**src/rtl/fifo_depth8_fwft_pkg.sv**
```systemverilog
// Shared constants and types for the 8-entry FWFT FIFO and its read mux.
package fifo_depth8_fwft_pkg;

  localparam int unsigned FIFO_DEPTH = 8;
  localparam int unsigned PTR_W      = 4;  // [2:0] index, [3] wrap
  localparam int unsigned IDX_W      = 3;

  // Sticky error flags, one bit per error class.
  typedef struct packed {
    logic ovf;  // write attempted while full
    logic udf;  // read attempted while empty
  } err_flags_t;

  localparam err_flags_t ERR_NONE = '{ovf: 1'b0, udf: 1'b0};

  // Word width of a SIMD-packed word.
  function automatic int unsigned word_w(input int unsigned bw, input int unsigned simd);
    return bw * simd;
  endfunction

endpackage

```
**src/rtl/fifo_depth8_fwft_if.sv**
```systemverilog
// Producer/consumer-facing bus of the FWFT FIFO.
//   master: drives in/wr/rd/clr, observes out and status flags
//   slave : the FIFO itself
interface fifo_depth8_fwft_if #(
  parameter int unsigned W = 4
);
  import fifo_depth8_fwft_pkg::*;

  logic             clr;
  logic [W-1:0]     in;
  logic             wr;
  logic             rd;
  logic [W-1:0]     out;
  logic             o_full;
  logic             o_empty;
  logic [PTR_W-1:0] o_count;
  logic             o_ovf;
  logic             o_udf;

  modport master (
    output clr, in, wr, rd,
    input  out, o_full, o_empty, o_count, o_ovf, o_udf
  );

  modport slave (
    input  clr, in, wr, rd,
    output out, o_full, o_empty, o_count, o_ovf, o_udf
  );

endinterface

```
**src/rtl/fifo_mux_8_1.sv**
```systemverilog
// 8:1 read-data selector for the FIFO storage.
//   sel      : entry index (read pointer index bits)
//   in0..in7 : storage entries
//   out      : selected entry
module fifo_mux_8_1
  import fifo_depth8_fwft_pkg::*;
#(
  parameter int unsigned bw   = 4,
  parameter int unsigned simd = 1
) (
  input  logic [IDX_W-1:0]             sel,
  input  logic [word_w(bw, simd)-1:0]  in0,
  input  logic [word_w(bw, simd)-1:0]  in1,
  input  logic [word_w(bw, simd)-1:0]  in2,
  input  logic [word_w(bw, simd)-1:0]  in3,
  input  logic [word_w(bw, simd)-1:0]  in4,
  input  logic [word_w(bw, simd)-1:0]  in5,
  input  logic [word_w(bw, simd)-1:0]  in6,
  input  logic [word_w(bw, simd)-1:0]  in7,
  output logic [word_w(bw, simd)-1:0]  out
);

  // Pure combinational select.
  always_comb begin
    out = in0;
    case (sel)
      3'd0: out = in0;
      3'd1: out = in1;
      3'd2: out = in2;
      3'd3: out = in3;
      3'd4: out = in4;
      3'd5: out = in5;
      3'd6: out = in6;
      3'd7: out = in7;
      default: out = in0;
    endcase
  end

endmodule

```
**src/rtl/fifo_depth8_fwft.sv**
```systemverilog
// Eight-entry single-clock first-word-fall-through FIFO.
//   clk   : rising-edge clock
//   reset : asynchronous active-low reset
//   bus   : slave side of fifo_depth8_fwft_if
//           clr (sync flush), in/wr (write), rd (pop),
//           out (head, valid when o_empty=0), o_full, o_empty,
//           o_count (0..8), o_ovf/o_udf (sticky errors)
module fifo_depth8_fwft
  import fifo_depth8_fwft_pkg::*;
#(
  parameter int unsigned bw   = 4,
  parameter int unsigned simd = 1
) (
  input  logic                clk,
  input  logic                reset,
  fifo_depth8_fwft_if.slave   bus
);

  localparam int unsigned W = word_w(bw, simd);

  logic [PTR_W-1:0] wr_ptr;
  logic [PTR_W-1:0] rd_ptr;
  err_flags_t       err;
  logic [W-1:0]     q [FIFO_DEPTH];

  logic full_c;
  logic empty_c;
  logic wr_en_c;
  logic rd_en_c;

  // Status derived from the registered pointers; wrap bit breaks the full/empty tie.
  assign empty_c = (wr_ptr == rd_ptr);
  assign full_c  = (wr_ptr[IDX_W-1:0] == rd_ptr[IDX_W-1:0]) &&
                   (wr_ptr[PTR_W-1] != rd_ptr[PTR_W-1]);

  // Accepts use pre-edge state; a flush overrides both.
  assign wr_en_c = bus.wr && !full_c  && !bus.clr;
  assign rd_en_c = bus.rd && !empty_c && !bus.clr;

  assign bus.o_empty = empty_c;
  assign bus.o_full  = full_c;
  assign bus.o_count = wr_ptr - rd_ptr;
  assign bus.o_ovf   = err.ovf;
  assign bus.o_udf   = err.udf;

  // Pointer and sticky-error state.
  always_ff @(posedge clk or negedge reset) begin
    if (!reset) begin
      wr_ptr <= '0;
      rd_ptr <= '0;
      err    <= ERR_NONE;
    end else if (bus.clr) begin
      wr_ptr <= '0;
      rd_ptr <= '0;
      err    <= ERR_NONE;
    end else begin
      if (wr_en_c) wr_ptr <= wr_ptr + PTR_W'(1);
      if (rd_en_c) rd_ptr <= rd_ptr + PTR_W'(1);
      err.ovf <= err.ovf | (bus.wr && full_c);
      err.udf <= err.udf | (bus.rd && empty_c);
    end
  end

  // Data storage; intentionally unreset since contents are only read once written.
  always_ff @(posedge clk) begin
    if (wr_en_c) q[wr_ptr[IDX_W-1:0]] <= bus.in;
  end

  fifo_mux_8_1 #(
    .bw   (bw),
    .simd (simd)
  ) u_rd_mux (
    .sel (rd_ptr[IDX_W-1:0]),
    .in0 (q[0]),
    .in1 (q[1]),
    .in2 (q[2]),
    .in3 (q[3]),
    .in4 (q[4]),
    .in5 (q[5]),
    .in6 (q[6]),
    .in7 (q[7]),
    .out (bus.out)
  );

endmodule

```
**src/flat_wrapper.sv**
```systemverilog
// flat-port wrapper written by rule: the top's interface ports become plain ports
module fifo_depth8_fwft_flat import fifo_depth8_fwft_pkg::*;
#(
  parameter int unsigned bw   = 4,
  parameter int unsigned simd = 1
)
  (clk, reset, bus_clr, bus_in, bus_wr, bus_rd, bus_out, bus_o_full, bus_o_empty, bus_o_count, bus_o_ovf, bus_o_udf);
  fifo_depth8_fwft_if #(.W(4)) bus_i ();
  input  logic clk;
  input  logic reset;
  input wire logic [$bits(bus_i.clr)-1:0] bus_clr;
  input wire logic [$bits(bus_i.in)-1:0] bus_in;
  input wire logic [$bits(bus_i.wr)-1:0] bus_wr;
  input wire logic [$bits(bus_i.rd)-1:0] bus_rd;
  output wire logic [$bits(bus_i.out)-1:0] bus_out;
  output wire logic [$bits(bus_i.o_full)-1:0] bus_o_full;
  output wire logic [$bits(bus_i.o_empty)-1:0] bus_o_empty;
  output wire logic [$bits(bus_i.o_count)-1:0] bus_o_count;
  output wire logic [$bits(bus_i.o_ovf)-1:0] bus_o_ovf;
  output wire logic [$bits(bus_i.o_udf)-1:0] bus_o_udf;
  assign bus_i.clr = bus_clr;
  assign bus_i.in = bus_in;
  assign bus_i.wr = bus_wr;
  assign bus_i.rd = bus_rd;
  assign bus_out = bus_i.out;
  assign bus_o_full = bus_i.o_full;
  assign bus_o_empty = bus_i.o_empty;
  assign bus_o_count = bus_i.o_count;
  assign bus_o_ovf = bus_i.o_ovf;
  assign bus_o_udf = bus_i.o_udf;
  fifo_depth8_fwft #(.bw(bw), .simd(simd)) u_core (.clk(clk), .reset(reset), .bus(bus_i));
endmodule
```
**config.mk**
```make
export PLATFORM = sky130hd
export DESIGN_NAME = fifo_depth8_fwft_flat
export DESIGN_NICKNAME = d
export VERILOG_FILES = /design/src/rtl/fifo_depth8_fwft_pkg.sv /design/src/rtl/fifo_depth8_fwft_if.sv /design/src/rtl/fifo_mux_8_1.sv /design/src/rtl/fifo_depth8_fwft.sv /design/src/flat_wrapper.sv
export SDC_FILE = /design/constraint.sdc
export NUM_CORES = 1
export LEC_CHECK = 0
export BUFFER_PORTS_ARGS = -buffer_cell sky130_fd_sc_hd__buf_2
export CAP_MARGIN = 10
export CORE_MARGIN = 10
export CORE_UTILIZATION = 52
export CTS_CLUSTER_DIAMETER = 80
export DETAILED_ROUTE_END_ITERATION = 10
export MAX_ROUTING_LAYER = met4
export PLACE_DENSITY = 0.75
export SKIP_LAST_GASP = 1
export SLEW_MARGIN = 15
export SYNTH_ARGS = -nofsm -noshare
export SYNTH_HDL_FRONTEND = slang
export SYNTH_SLANG_ARGS = --single-unit
```
**constraint.sdc**
```tcl
create_clock -name clk -period 2.5 [get_ports clk]
set_clock_uncertainty 0.15 [all_clocks]
set_input_delay 0.25 -clock clk [delete_from_list [all_inputs] [get_ports clk]]
set_output_delay 0.25 -clock clk [all_outputs]
set_load 0.02 [all_outputs]
```
==> flow_metrics.py <==
metrics = {
    "routing": {
        "num_vias": 1279,
        "drt_iter0_markers": 187,
        "wire_per_inst_um": 18.3,
        "ant_nets": 0,
        "via_per_inst": 5.51,
        "drc_errors": 0,
        "wl_um": 4230,
        "dr.pass1.iters": 5,
    },
    "sta": {
        "tightest_slew_ns": 0.386,
        "hold_slack_ns": 0.104,
        "slew_violations": 0,
        "rsz0062_at_grt": "true",
        "hold_viol": 0,
        "fin_ws_ns": 0.0231,
        "slew_headroom": 0.742,
        "setup_viol": 0,
        "min_period_ns": 2.48,
        "timing.final.crit_share": 0.991,
        "max_freq_mhz": 404,
    },
    "synthesis": {
        "syn-instance-count": 146,
        "synth.largest_area_cell": "edfxtp_1",
        "yosys_warnings": 0,
        "syn_area_um2": 1930,
        "synthTopCellsByCount": "edfxtp_1, nor2_1, dfrtp_1, ha_1",
        "avgSynthCellArea_um2": 13.2,
        "synthDistinctLibCells": 33,
        "synth_top_area_frac": 0.498,
        "synth.area.top_cells": "edfxtp_1, dfrtp_1, ha_1",
        "ys_ff_latch": 42,
        "synth-edff-count": 32,
        "async_flop_share": 0.238,
        "syn-num-nets": 166,
        "synth_ff_type": "edfxtp_1",
        "seq_area_frac_synth": 0.628,
        "synth.most_common_cell": "edfxtp_1",
    },
    "setup_path": {
        "critPathCaptureType": "output pin",
        "reg2reg_from": "u_core.rd_ptr[2]",
        "startpoint_type": "flip-flop",
        "worstPathRequired_ns": 2.10,
        "crit_type": "reg2out",
        "r2r-end": "u_core.q[4][1]",
        "critPathMaxFanout": 6,
        "ff2ff_path_depth": 6,
        "r2r_setup_slack_ns": 0.15,
        "arrival_ns": 2.08,
    },
    "place": {
        "pre_cts_ws_ns": 0.144,
        "dp_hpwl_um": 2970,
        "dpl_cell_area_um2": 2130,
        "gp_congestion": 0.831,
        "portBuffers": 20,
    },
    "worst_hold_path": {
        "min_to": "u_core.bus.o_udf",
        "hp-class": "in2reg",
        "holdPathStages": 3,
        "hp-start": "bus_rd",
    },
    "grt": {
        "grt_pass1_wl_um": 6420,
        "busiest_layer": "met2",
        "grt_pass1_vias": 1281,
        "antenna_found_initial": 0,
        "grt_max_degree": 16,
        "gr-usage-met2": 0.224,
        "grt_usage": 0.134,
        "grtUsageMet3": 0.0342,
        "met1_usage": 0.154,
        "grt_overflow_total": 0,
    },
    "flow_run": {
        "drv_cap": 0,
    },
    "clock_tree": {
        "cts_sinks": 42,
        "cts-buffers-inserted": 5,
        "cts_buffer_depth": 2,
        "path_clk_slew_ns": 0.08,
        "cts_tree": "yes",
        "clock_latency_ns": 0.29,
        "htreeDepth": 2,
        "cts_root_buf": "clkbuf_8",
    },
    "cells_and_area": {
        "fin_area_um2": 2320,
        "nets": 203,
        "drive_gt1_frac": 0.326,
        "syn_to_final_growth_pct": 20.4,
        "diodes": 0,
    },
    "power": {
        "worst_ir_drop_vdd_v": 0.000492,
        "p_per_area_nw_per_um2": 925,
        "leakagePower_nw": 0.924,
    },
    "die": {
        "rows": 22,
        "core_um2": 3630,
        "floorplan.initialDensity": 0.531,
        "dieArea_um2": 6540,
        "io_pins": 21,
        "die_w_um": 80.9,
        "dieHeight_um": 80.9,
    },
    "status": {
        "status": "finished, final reports clean",
    },
}
metrics by stage:
stage | utilization | TNS [ns] | cells | total power [mW]
CTS | 0.619 | 0 | 229 | 2.09
global placement | 0.586 | 0 | 218 | 1.60
detailed placement | 0.586 | 0 | 218 | 1.62
global route | 0.639 | -0.138 | 232 | 2.27
finish | 0.639 | 0 | 232 | 2.15
floorplan | - | 0 | 146 | 1.36
power breakdown:
part / switching [mW] / total [mW] / internal [mW]
registers: 0.0232 / 0.806 / 0.783
logic: 0.531 / 0.897 / 0.366
clock network: 0.243 / 0.443 / 0.200
total: 0.798 / 2.15 / 1.35
layout make-up:
cell class / count / area (µm²)
fillers: 295 / 1310
flip-flops and latches: 42 / 1210
multi-input cells: 93 / 721
well taps: 48 / 60.1
inverters: 9 / 33.8
clock inverters: 3 / 23.8
clock buffers: 5 / 68.8
repair buffers: 32 / 201
critical path, cell delays in order, from the launching register on:
cell      delay, ns
dfrtp_2        0.45
ha_2           0.22
ha_4           0.18
a222oi_1       0.38
o21ai_1        0.12
mux2_2         0.28
buf_4          0.16
sequential cells by signal, summed over array words and instances (netlist names):
register,cells
u_core.bus.o_ovf,1
u_core.wr_ptr,4
u_core.q,32
u_core.bus.o_udf,1
u_core.rd_ptr,4
cells by family (layout without fill, tap and decap cells):
| logic type | after synthesis | count (layout) | synth area share |
|---|---|---|---|
| AO/OA/AOI/OAI | 25 | 25 | 0.0876 |
| XOR/XNOR | 9 | 9 | 0.0448 |
| adder cells (fa/ha/maj) | 11 | 11 | 0.0753 |
| buffers and inverters | 11 | 49 | 0.0221 |
| flip-flops | 42 | 42 | 0.628 |
| multiplexers | 8 | 8 | 0.0454 |
| AND/OR/NAND/NOR | 40 | 40 | 0.0967 |
what timing repair did:
item                                    in CTS  in global routing
endpoints found under the hold margin       10                  0
endpoints found under the setup margin       3                  4
hold buffers                                 1                  0
gates cloned                                 0                  0
pin swaps                                    1                  3
buffers inserted                             2                  3
resized for setup                            3                 11
layer usage:
layer | vias up | wire length (µm)
met5 | - | 0
met4 | 0 | 95
met3 | 8 | 184
met2 | 38 | 2200
met1 | 626 | 1750
li1 | 607 | -
cell usage in the layout (no fill, tap or decap), types with 2 or more instances in the layout:
master	count
dfrtp_1	9
a21oi_1	9
ha_1	5
nand3_1	3
mux2i_1	2
ha_2	4
mux2_2	6
clkbuf_8	5
a221oi_1	3
inv_1	9
xor2_1	2
a221oi_2	2
nor3_2	2
nor2_1	21
o21ai_1	2
xnor2_1	6
buf_4	12
buf_2	18
edfxtp_1	32
nand4_1	2
a22oi_1	3
nand2_1	8
clkinvlp_4	2
worst max path at each step:
stage                           startpoint        endpoint  slack [ns]
after floorplan           u_core.rd_ptr[2]  u_core.q[5][0]        0.06
after global placement    u_core.rd_ptr[1]  u_core.q[3][0]        0.21
after detailed placement  u_core.rd_ptr[1]  u_core.q[4][2]        0.14
after CTS                 u_core.rd_ptr[1]      bus_out[1]        0.01
after global routing      u_core.rd_ptr[0]      bus_out[0]       -0.09
final                     u_core.rd_ptr[1]      bus_out[1]        0.02
No activity file was read; power rests on OpenSTA's default activity.
